$ cat config.mk
export PLATFORM = sky130hd
export DESIGN_NAME = gray_counter
export DESIGN_NICKNAME = d
export VERILOG_FILES = /design/src/rtl/gray_pkg.sv /design/src/rtl/bin2gray_comb.sv /design/src/rtl/gray_counter.sv
export SDC_FILE = /design/constraint.sdc
export NUM_CORES = 1
export LEC_CHECK = 0
export ABC_AREA = 1
export BUFFER_PORTS_ARGS = -buffer_cell sky130_fd_sc_hd__buf_2
export CAP_MARGIN = 20
export CORE_MARGIN = 3
export CORE_UTILIZATION = 29
export DETAILED_ROUTE_END_ITERATION = 10
export GPL_TIMING_DRIVEN = 0
export HOLD_SLACK_MARGIN = 0.12
export RECOVER_POWER = 100
export SETUP_SLACK_MARGIN = 0.5
export SYNTH_ARGS = -nofsm -noshare
export SYNTH_HDL_FRONTEND = slang
export SYNTH_HIERARCHICAL = 1
export SYNTH_SLANG_ARGS = --single-unit
export TNS_END_PERCENT = 5
$ cat constraint.sdc
create_clock -name clk -period 1.85 [get_ports clk]
set_clock_uncertainty 0.15 [all_clocks]
set_input_delay 0.0925 -clock clk [delete_from_list [all_inputs] [get_ports clk]]
set_output_delay 0.0925 -clock clk [all_outputs]
set_load 0.03 [all_outputs]
$ cat src/rtl/gray_pkg.sv
// rtl/gray_pkg.sv - shared Gray-code constants, action type and conversion helpers
package gray_pkg;

    localparam int GRAY_DEFAULT_WIDTH = 4;

    typedef enum logic [1:0] {
        ACT_HOLD,
        ACT_CLR,
        ACT_LOAD,
        ACT_STEP
    } gray_act_e;

    function automatic logic [31:0] bin_to_gray(input logic [31:0] b);
        return b ^ (b >> 1);
    endfunction

    // Each binary bit is the XOR of all Gray bits at or above it.
    function automatic logic [31:0] gray_to_bin(input logic [31:0] g);
        logic [31:0] b;
        b[31] = g[31];
        for (int i = 30; i >= 0; i--) begin
            b[i] = b[i+1] ^ g[i];
        end
        return b;
    endfunction

    function automatic bit is_one_hot_diff(input logic [31:0] a, input logic [31:0] b);
        logic [31:0] d;
        d = a ^ b;
        return (d != 32'd0) && ((d & (d - 32'd1)) == 32'd0);
    endfunction

endpackage

$ cat src/rtl/bin2gray_comb.sv
// rtl/bin2gray_comb.sv - combinational binary-to-Gray encoder
module bin2gray_comb #(
    parameter int unsigned WIDTH = 4
) (
    input  logic [WIDTH-1:0] b,
    output logic [WIDTH-1:0] g
);

    assign g = b ^ (b >> 1);

endmodule

$ cat src/rtl/gray_counter.sv
// rtl/gray_counter.sv - up/down binary counter with registered glitch-free Gray output
module gray_counter
    import gray_pkg::*;
#(
    parameter int unsigned      WIDTH     = GRAY_DEFAULT_WIDTH,
    parameter logic [WIDTH-1:0] RESET_VAL = '0
) (
    input  logic             clk,
    input  logic             rst_n,
    input  logic             en,
    input  logic             up_dn,
    input  logic             clr,
    input  logic             load,
    input  logic [WIDTH-1:0] load_val,
    output logic [WIDTH-1:0] bin,
    output logic [WIDTH-1:0] gray,
    output logic             wrap
);

    localparam logic [WIDTH-1:0] RESET_GRAY = RESET_VAL ^ (RESET_VAL >> 1);
    localparam logic [WIDTH-1:0] ONE        = WIDTH'(1);

    gray_act_e        act;
    logic [WIDTH-1:0] bin_next;
    logic [WIDTH-1:0] gray_next;
    logic             wrap_next;

    always_comb begin
        act = ACT_HOLD;
        if (clr) begin
            act = ACT_CLR;
        end else if (load) begin
            act = ACT_LOAD;
        end else if (en) begin
            act = ACT_STEP;
        end
    end

    always_comb begin
        bin_next  = bin;
        wrap_next = 1'b0;
        case (act)
            ACT_CLR:  bin_next = '0;
            ACT_LOAD: bin_next = load_val;
            ACT_STEP: begin
                if (up_dn) begin
                    bin_next  = bin + ONE;
                    wrap_next = &bin;
                end else begin
                    bin_next  = bin - ONE;
                    wrap_next = ~|bin;
                end
            end
            default:  bin_next = bin;
        endcase
    end

    // Gray is encoded from the next-state value and registered alongside bin,
    // so the two outputs can never disagree and gray never glitches.
    bin2gray_comb #(
        .WIDTH(WIDTH)
    ) u_enc (
        .b(bin_next),
        .g(gray_next)
    );

    always_ff @(posedge clk or negedge rst_n) begin
        if (!rst_n) begin
            bin  <= RESET_VAL;
            gray <= RESET_GRAY;
            wrap <= 1'b0;
        end else begin
            bin  <= bin_next;
            gray <= gray_next;
            wrap <= wrap_next;
        end
    end

endmodule

==> results of run 1 <==
==> cells in the mapped netlist <==
| master | number |
|---|---|
| nor3_2 | 2 |
| fa_1 | 1 |
| xor2_1 | 1 |
| nand2_1 | 24 |
| dfrtp_1 | 9 |
| nand4_1 | 1 |
| nor2_1 | 3 |
| or2_2 | 1 |
| a21oi_1 | 1 |
| nor3_1 | 2 |
| buf_4 | 1 |
| nand3_1 | 4 |
| o211ai_1 | 3 |
| inv_1 | 12 |
| ha_1 | 2 |
==> through the flow <==
step	hold slack [ns]	util	worst slack, ns	area (um2)
finish	0.09874	0.5110	0.1307	814.5
global route	0.1016	0.5110	0.02959	814.5
CTS	0.09274	0.5228	0.1861	833.3
detailed placement	-0.1972	0.4152	0.09117	661.9
global placement	-0.1996	0.4152	0.1031	661.9
floorplan	-0.3531	-	0.1279	541.8
==> cells by family (layout without fill, tap and decap cells) <==
group / count (synthesis) / count (layout) / synth area share
compound gates: 4 / 4 / 0.05262
fa+ha+maj: 3 / 3 / 0.08612
buf+inv: 13 / 51 / 0.1005
flops: 9 / 9 / 0.4306
simple gates: 37 / 37 / 0.3134
xor+xnor: 1 / 1 / 0.01675
==> final timing paths <==
path | start | end | slack, ns | cells after the start
hold / removal | up_dn | wrap$_DFF_PN0_ | 0.1 | 5
max in group asynchronous | rst_n | bin[2]$_DFF_PN0_ | 0.57 | 3
hold reg to reg | bin[3]$_DFF_PN0_ | bin[3]$_DFF_PN0_ | 0.48 | 2
setup / recovery | bin[0]$_DFF_PN0_ | gray[0]$_DFF_PN0_ | 0.13 | 6
setup reg to reg | bin[0]$_DFF_PN0_ | gray[0]$_DFF_PN0_ | 0.13 | 6
min in group asynchronous | rst_n | gray[0]$_DFF_PN0_ | 0.67 | 3
==> critical path, stage by stage, from the launching register on <==
cell	delay (ns)
dfrtp_2	0.41
inv_1	0.08
fa_2	0.43
o211ai_1	0.29
inv_1	0.11
nand2_1	0.09
nand2_1	0.05
==> metal layers <==
metal	share of wire	wire [um]	GRT usage
met1	0.43	556	0.1412
met2	0.53	693	0.2385
met3	0.042	55	0.05521
met4	0	0	0.01422
met5	0	0	0
==> cells in the final DEF, fill, tap and decap left out, types with 2 or more instances in the layout <==
master         netlist  final
nand2_1             24     24
clkbuf_1             0     12
inv_1               12     11
buf_2                0      9
dlygate4sd3_1        0      8
dfrtp_1              9      6
clkbuf_4             0      5
buf_4                1      5
nor2_1               3      3
o211ai_1             3      3
nand3_1              4      3
dfrtp_2              0      3
nor3_2               2      2
nor3_1               2      2
==> power by group through the flow <==
stage | logic [mW] | registers (mW) | clock network, mW
after floorplan | 0.0742 | 0.284 | 0
after global placement | 0.173 | 0.240 | 0
after detailed placement | 0.176 | 0.240 | 0
after CTS | 0.222 | 0.232 | 0.151
after global routing | 0.234 | 0.235 | 0.171
final | 0.209 | 0.232 | 0.144
==> registers in the layout (all words and copies together), names as in the netlist <==
signal / count
gray: 4
bin: 4
wrap: 1
==> timing repair <==
item	CTS	global route
gates resized for setup	2	0
hold endpoints to repair	17	1
pin swaps	2	0
buffers inserted	8	0
setup endpoints to repair	7	13
cloned	0	0
==> area by class of cell <==
type | instances | area, um2 | share of cell area
buffer | 1 | 7.507 | 0.009217
multi-input combinational | 45 | 265.3 | 0.3257
timing repair buffer | 34 | 211.5 | 0.2596
clock buffer | 4 | 26.28 | 0.03226
tap | 24 | 30.03 | 0.03687
inverter | 12 | 45.04 | 0.05530
sequential | 9 | 229.0 | 0.2811
==> summary.md, run 1 <==
| Metric | Value |
|---|---|
| Vias per cell | `4.318` |
| Tot GR Track Use | `0.1292` |
| Net Sw Power | `0.2006 mW` |
| Top-area cell type share of the netlist area | `0.4306` |
| Clk buf depth | `2` |
| Power Density | `717.6 nW/um2` |
| Seq/Total Area, Yosys | `0.4306` |
| Final min period | `1.719 ns` |
| Fin cells | `129` |
| GRT overflow | `0` |
| Ys Warns | `6` |
| Avg Inst Size Synth | `7.806 um2` |
| CTS tree | `built` |
| Status | `finished, final reports clean` |
| Critical Path Fanout Max | `4` |
| Die area | `2349 um2` |
| Fin crit share | `0.9294` |
| Clock power share | `0.246` |
| Inst Count DP | `109` |
| Area Growth Syn to Fin | `55.74%` |
| Die Y-Extent | `48.47 um` |
| DR iter-0 viols | `4` |
| Worst skew pair latency | `0.25 ns` |
| PortBufs | `18` |
| Synth Register Bits | `9` |
| Net Sw Frac | `0.3431` |
| Arr. time, crit path | `1.72 ns` |
| Num Clock Sinks | `9` |
| Nets | `119` |
| Yosys cell types | `15` |
| TritonCTS buffer count | `3` |
| Sequential share of power | `0.397` |
| Layout cell share with drive strength beyond 1 | `0.2762` |
| Max VDD drop | `0.5025 mV` |
| Startpoint Class | `flop` |
| Worst Max-Slew Pin Slew | `0.4375 ns` |
| Mapped Nets | `80` |
| GP Congestion | `0.7066` |
| Vias in the first global route | `600` |
| Clk slew on worst S/H paths | `0.06 ns` |
| P_leak | `0.4025 nW` |
| Initial core utilization | `0.3281` |
| Die X | `48.47 um` |
| Final WL | `1.305 mm` |
| Core Region | `1594 um2` |
| Root Buffer | `clkbuf_4` |
| Io pins | `19` |
| Cells after Synth | `67` |
| Setup crit end kind | `flop` |
| First drt pass iteration count | `2` |
| Filler cells | `158` |
| Area leader, netlist | `dfrtp_1` |
| Max_slew headroom | `0.7061` |
| First-pass GRT wire length | `2.394 mm` |
| Initial antenna violation count | `0` |
| Data required, critical path | `1.85 ns` |
| Hold WC Path Type | `in2reg` |
| Largest net degree at the start of global routing | `10` |
| Combinational Power Share | `0.358` |
| Fmax | `0.5816 GHz` |
| DRT antenna net count | `0` |
| Num rows | `14` |
| HPWL after DPL | `923.4 um` |
| Fin. Hold Viols | `0` |
| Dominant cells by area after synthesis | `dfrtp_1 43%, nand2_1 17%, inv_1 8.6%, ha_1 4.8%, o211ai_1 4.3%` |
| CTS Hold Bufs | `8` |
| DRC Markers | `0` |
| Synth Cell Area | `523.0 um2` |
| Setup TNS | `0 ns` |
| RSZ-0062 raised after global routing | `yes` |
| Internal power | `0.3840 mW` |
| Maxcap violations | `0` |
| H-tree depth | `1` |
| Final Slew Violations | `0` |
| Critical path class | `reg2reg` |
| Vias | `557` |
| Antenna fix cells | `0` |
| DR WL/cell | `10.12 um` |
| Tot Pwr | `0.5845 mW` |
| Setup Viol. Count Final | `0` |
Power figures use the tool's default switching activity.
==> inputs of run 2 (changes only) <==
==> constraint.sdc (replaced) <==
create_clock -name clk -period 1.85 [get_ports clk]
set_clock_uncertainty 0.15 [all_clocks]
set_input_delay 0.2775 -clock clk [delete_from_list [all_inputs] [get_ports clk]]
set_output_delay 0.2775 -clock clk [all_outputs]
set_load 0.03 [all_outputs]
==> run 2 against run 1 <==
Effect of this change:
- worst setup slack better by 0.024 ns
- utilization decreased by 4.7 points
- clock-buffer cell count unchanged
- sequential share of layout area rose by 2.9 points
- global-route usage is 0.34 points lower
- register-to-register slack better by 0.02 ns
- clock power barely moved
- via count down 4.5%
- maximum frequency increased by 1.4%
- critical path type unchanged
==> summary.md, run 2 (same netlist as run 1, synthesis figures left out) <==
| Metric | Value |
|---|---|
| Setup Viol. Count Final | `0 (unchanged)` |
| Top Registers | `bin (4), gray (4), wrap (1) (unchanged)` |
| Layout cell share with drive strength beyond 1 | `0.2959 (was 0.2762)` |
| Critical path class | `reg2reg (unchanged)` |
| Tot GR Track Use | `0.1258 (was 0.1292)` |
| Fmax | `0.5898 GHz (was 0.5816 GHz)` |
| Crit path max-delay family | `simple AND/OR/NAND/NOR gates (was adder cells)` |
| GRT overflow | `0 (unchanged)` |
| Final min period | `1.696 ns (was 1.719 ns)` |
| Final Slew Violations | `0 (unchanged)` |
| Max_slew headroom | `0.6825 (was 0.7061)` |
| Root Buffer | `clkbuf_4 (unchanged)` |
| Io pins | `19 (unchanged)` |
| Setup crit end kind | `flop (unchanged)` |
| GP Congestion | `0.7066 (unchanged)` |
| RSZ-0062 raised after global routing | `yes (unchanged)` |
| Data required, critical path | `1.84 ns (was 1.85 ns)` |
| CTS tree | `built (unchanged)` |
| Largest net degree at the start of global routing | `10 (unchanged)` |
| Crit path top cell by count | `nand3_1` |
| Vias per cell | `4.361 (was 4.318)` |
| Nets | `112 (was 119)` |
| TritonCTS buffer count | `3 (unchanged)` |
| CP max-delay cell | `dfrtp_2 (was fa_2)` |
| P_leak | `0.3678 nW (was 0.4025 nW)` |
| Setup TNS | `0 ns (unchanged)` |
| Fin. Hold Viols | `0 (unchanged)` |
| Maxcap violations | `0 (unchanged)` |
| Clk slew on worst S/H paths | `0.06 ns (about the same)` |
| Commonest non-fill, non-tap cell in the layout | `nand2_1 (unchanged)` |
| First drt pass iteration count | `2 (unchanged)` |
| Vias | `532 (was 557)` |
| H-tree depth | `1 (unchanged)` |
| Final WL | `1.239 mm (was 1.305 mm)` |
| Critical path buffers and inverters | `2 (unchanged)` |
| Area Growth Syn to Fin | `41.39% (was 55.74%)` |
| Vias in the first global route | `567 (was 600)` |
| Fin crit share | `0.9165 (was 0.9294)` |
| First-pass GRT wire length | `2.325 mm (was 2.394 mm)` |
| Hold WC Path Type | `in2reg (unchanged)` |
| DR WL/cell | `10.16 um (was 10.12 um)` |
| Num rows | `14 (unchanged)` |
| Initial core utilization | `0.3281 (unchanged)` |
| DRC Markers | `0 (unchanged)` |
| Max VDD drop | `0.5252 mV (was 0.5025 mV)` |
| Commonest non-fill, non-tap cells in the layout | `24 x nand2_1, 12 x clkbuf_1, 10 x inv_1, 8 x buf_2, 6 x dfrtp_1 (was 24 x nand2_1, 12 x clkbuf_1, 11 x inv_1, 9 x buf_2, 8 x dlygate4sd3_1)` |
| Antenna fix cells | `0 (unchanged)` |
| DR iter-0 viols | `2 (was 4)` |
| Filler cells | `174 (was 158)` |
| Worst skew pair latency | `0.25 ns (about the same)` |
| Die Y-Extent | `48.47 um (unchanged)` |
| Core Region | `1594 um2 (unchanged)` |
| Power Density | `775.3 nW/um2 (was 717.6 nW/um2)` |
| Status | `finished, final reports clean (unchanged)` |
| HPWL after DPL | `923.4 um (unchanged)` |
| Die area | `2349 um2 (unchanged)` |
| Crit-path cells | `clkbuf_2 > ha_1 > nand2_1 > nand2_1 > nand3_1 > nand3_1 > nand3_1 > clkbuf_4 (was inv_1 > fa_2 > o211ai_1 > inv_1 > nand2_1 > nand2_1)` |
| Final Core Density | `0.4639 (was 0.5110)` |
| DRT antenna net count | `0 (unchanged)` |
| Critical Path Fanout Max | `4 (unchanged)` |
| Initial antenna violation count | `0 (unchanged)` |
| Worst Max-Slew Pin Slew | `0.4762 ns (was 0.4375 ns)` |
| Startpoint Class | `flop (unchanged)` |
| Die X | `48.47 um (unchanged)` |
| CP max stage delay | `0.42 ns (was 0.43 ns)` |
| PortBufs | `18 (unchanged)` |
| Arr. time, crit path | `1.69 ns (was 1.72 ns)` |
| Num Clock Sinks | `9 (unchanged)` |
| Clk buf depth | `2 (unchanged)` |
-- run 2: changes by cell type in the layout (fill, tap and decap cells not counted), sizes merged --
cell         delta
dlygate4sd3     -7
clkbuf          +1
buf             -1
-- run 2: layout make-up --
type	instances	area [um2]	area share
Clock buffer	4	26.28	0.03553
Sequential cell	9	229.0	0.3096
Tap cell	24	30.03	0.04061
Timing Repair Buffer	27	141.4	0.1912
Multi-Input combinational cell	45	260.3	0.3519
Buffer	1	7.507	0.01015
Inverter	12	45.04	0.06091
-- run 2: per-stage QoR --
stage	cells	instance area (um2)	setup WS [ns]	hold WS, ns	total power [mW]
2_1_floorplan	67	541.8	0.1279	-0.1681	0.3586
3_3_place_gp	109	661.9	0.01251	-0.01464	0.4135
3_5_place_dp	109	661.9	0.005631	-0.01225	0.4165
4_1_cts	122	763.2	0.1861	0.1453	0.5948
5_1_grt	122	739.5	0.03726	0.1878	0.6297
6_report	122	739.5	0.1545	0.1647	0.5733
-- run 2: tightest hold or removal path: cells and delay by family --
kind / cells / cell delay, ns
AOI/OAI and AO/OA: 1 / 0.11
buffers and inverters: 1 / 0.08
and+or+nand+nor: 1 / 0.04
-- run 2: report_power, final --
group | switching, mW | internal (mW) | total, mW
Combinational | 0.125 | 0.0723 | 0.197
Sequential | 0.0124 | 0.220 | 0.232
Clock | 0.0609 | 0.0826 | 0.143
Total | 0.198 | 0.375 | 0.573
-- run 2: repair_timing --
action,in CTS,in global routing
setup buffers,8,0
setup endpoints to repair,7,10
hold buffers,1,0
pin swaps,2,0
gates resized for setup,2,0
cloned,0,0
hold endpoints to repair,9,0
-- run 2: final timing paths --
check	startpoint	endpoint	slack (ns)	depth (start not counted)
min in group asynchronous	rst_n	wrap$_DFF_PN0_	0.34	2
worst max-delay path	bin[1]$_DFF_PN0_	gray[3]$_DFF_PN0_	0.15	8
worst min register to register	bin[3]$_DFF_PN0_	wrap$_DFF_PN0_	0.50	3
max in group asynchronous	rst_n	bin[2]$_DFF_PN0_	0.85	2
worst min-delay path	load_val[0]	bin[0]$_DFF_PN0_	0.16	3
worst max register to register	bin[1]$_DFF_PN0_	gray[3]$_DFF_PN0_	0.15	8
-- run 2: per-layer routing --
layer  up-vias  global-route usage  routed length (um)
met5         -                   0                   0
li1        271                   -                   -
met2        11              0.2339                 653
met1       250              0.1368                 533
met4         0             0.01422                   0
met3         0             0.05215                  52
==> inputs of run 3 (changes only) <==
- CORE_UTILIZATION: 29 -> 30
==> run 3 against run 2 <==
Effect of this change:
- non-clock buffer count fell by 2
- power grew 0.38%
- highest routed layer is now met4
- clock power grew 6%
- critical endpoint is now gray[1]$_DFF_PN0_
==> summary.md, run 3 (same netlist as run 1, synthesis figures left out) <==
| Metric | Value |
|---|---|
| Tot GR Track Use | `0.1210 (was 0.1258)` |
| FF-to-FF End | `gray[1]$_DFF_PN0_ (was gray[3]$_DFF_PN0_)` |
| HPWL after DPL | `854 um (was 923.4 um)` |
| Hold WS | `0.1630 ns (was 0.1647 ns)` |
| DR iter-0 viols | `13 (was 2)` |
| Final Slew Violations | `0 (unchanged)` |
| Final Core Density | `0.4556 (was 0.4639)` |
| Final WL | `1.236 mm (was 1.239 mm)` |
| Fmax | `0.6000 GHz (was 0.5898 GHz)` |
| Hold WC Path Type | `in2reg (unchanged)` |
| DRT antenna net count | `0 (unchanged)` |
| Worst Max-Slew Pin Slew | `0.4787 ns (was 0.4762 ns)` |
| RSZ-0062 raised after global routing | `yes (unchanged)` |
| Arr. time, crit path | `1.71 ns (was 1.69 ns)` |
| Antenna fix cells | `0 (unchanged)` |
| H-tree depth | `1 (unchanged)` |
| Top Registers | `bin (4), gray (4), wrap (1) (unchanged)` |
| First drt pass iteration count | `4 (was 2)` |
| FF-to-FF path depth | `7 (was 8)` |
| Worst skew pair latency | `0.26 ns (was 0.25 ns)` |
| Largest net degree at the start of global routing | `10 (unchanged)` |
| DRC Markers | `0 (unchanged)` |
| Vias | `520 (was 532)` |
| Setup Viol. Count Final | `0 (unchanged)` |
| Core Region | `1577 um2 (was 1594 um2)` |
| Status | `finished, final reports clean (unchanged)` |
| Commonest non-fill, non-tap cells in the layout | `24 x nand2_1, 13 x clkbuf_1, 11 x inv_1, 8 x buf_2, 6 x dfrtp_1 (was 24 x nand2_1, 12 x clkbuf_1, 10 x inv_1, 8 x buf_2, 6 x dfrtp_1)` |
| Initial core utilization | `0.3317 (was 0.3281)` |
| Die Y-Extent | `47.76 um (was 48.47 um)` |
| Data required, critical path | `1.90 ns (was 1.84 ns)` |
| Maxcap violations | `0 (unchanged)` |
| Initial antenna violation count | `0 (unchanged)` |
| Commonest non-fill, non-tap cell in the layout | `nand2_1 (unchanged)` |
| Clk buf depth | `2 (unchanged)` |
| Num Clock Sinks | `9 (unchanged)` |
| Filler cells | `161 (was 174)` |
| Layout cell share with drive strength beyond 1 | `0.2708 (was 0.2959)` |
| Io pins | `19 (unchanged)` |
| Max_slew headroom | `0.6808 (was 0.6825)` |
| Reg2Reg Launch Point | `bin[1]$_DFF_PN0_ (unchanged)` |
| Startpoint Class | `flop (unchanged)` |
| Setup crit end | `gray[1]$_DFF_PN0_ (was gray[3]$_DFF_PN0_)` |
| Vias in the first global route | `479 (was 567)` |
| PortBufs | `18 (unchanged)` |
| Footprint of the multi-input gates | `265.3 um2 (was 260.3 um2)` |
| Vias per cell | `4.643 (was 4.361)` |
| GRT overflow | `0 (unchanged)` |
| Num rows | `14 (unchanged)` |
| P_leak | `0.3607 nW (was 0.3678 nW)` |
| Setup TNS | `0 ns (unchanged)` |
| Placement Cell Area | `651.9 um2 (was 661.9 um2)` |
| Fin cells | `112 (was 122)` |
| Source of the critical timing path | `bin[1]$_DFF_PN0_ (unchanged)` |
| Die area | `2281 um2 (was 2349 um2)` |
| Worst setup margin | `0.1834 ns (was 0.1545 ns)` |
| Register Area | `229.0 um2 (unchanged)` |
| Max VDD drop | `0.4980 mV (was 0.5252 mV)` |
| First-pass GRT wire length | `1.932 mm (was 2.325 mm)` |
| Inst Count DP | `101 (was 109)` |
| Fin. Hold Viols | `0 (unchanged)` |
| Setup crit end kind | `flop (unchanged)` |
| CTS tree | `built (unchanged)` |
| Clk slew on worst S/H paths | `0.06 ns (about the same)` |
| Worst R2R Setup Slack | `0.18 ns (was 0.15 ns)` |
| Critical path class | `reg2reg (unchanged)` |
| Area Growth Syn to Fin | `37.32% (was 41.39%)` |
| Root Buffer | `clkbuf_4 (unchanged)` |
| Final Cell Area | `718.2 um2 (was 739.5 um2)` |
| Power Density | `801.3 nW/um2 (was 775.3 nW/um2)` |
| Pre-CTS setup slack | `0.01496 ns (was 0.005631 ns)` |
| DR WL/cell | `11.04 um (was 10.16 um)` |
| Nets | `110 (was 112)` |
| Die X | `47.76 um (was 48.47 um)` |
| Tot Pwr | `0.5755 mW (was 0.5733 mW)` |
| Final min period | `1.667 ns (was 1.696 ns)` |
| TritonCTS buffer count | `3 (unchanged)` |
| Critical Path Fanout Max | `4 (unchanged)` |
| Fin crit share | `0.9009 (was 0.9165)` |
| GP Congestion | `0.7637 (was 0.7066)` |
## run 3: cell count changes in the layout (fill, tap and decap cells not counted), sizes merged
cell    before  now
buf         13   12
clkbuf      18   17
## run 3: area by class of cell
class | count | share of cell area
multi-input cells | 45 | 0.3693
flip-flops and latches | 9 | 0.3188
repair buffers | 25 | 0.1742
inverters | 12 | 0.06272
clock buffers | 4 | 0.03659
well taps | 16 | 0.02787
plain buffers | 1 | 0.01045
## run 3: report_power, final
group,internal [mW],leakage [nW],switching (mW)
registers,0.220,0.113,0.0109
clock network,0.0831,0.0150,0.0690
logic,0.0674,0.233,0.125
total,0.370,0.361,0.205
## run 3: critical path, cell delays in order, from the launching register on
cell	delay, ns
dfrtp_2	0.35
inv_1	0.05
fa_2	0.35
xor2_1	0.14
o211ai_1	0.28
buf_4	0.17
nand2_1	0.04
nand2_1	0.05
## run 3: worst min path at each step
stage / from / end / slack [ns] / cells after the start
finish: load_val[3] / bin[3]$_DFF_PN0_ / 0.16 / 3
global route: load_val[3] / bin[3]$_DFF_PN0_ / 0.16 / 3
CTS: load_val[3] / bin[3]$_DFF_PN0_ / 0.14 / 3
detailed placement: rst_n / wrap$_DFF_PN0_ / -0.01 / 1
global placement: rst_n / gray[3]$_DFF_PN0_ / -0.02 / 1
floorplan: rst_n / bin[0]$_DFF_PN0_ / -0.17 / 0
## run 3: layer usage
metal	GRT usage	vias up	share of wire
met5	0	-	0
met4	0.04301	0	0.012
met3	0.04511	2	0.064
met2	0.1953	13	0.49
met1	0.1471	239	0.44
li1	-	266	-
## run 3: timing repair
action	4_1_cts	5_1_grt
hold buffers	1	0
setup endpoints to repair	7	11
endpoints found under the hold margin	9	0
pin swaps	3	1
gates resized for setup	2	0
setup buffers	4	2
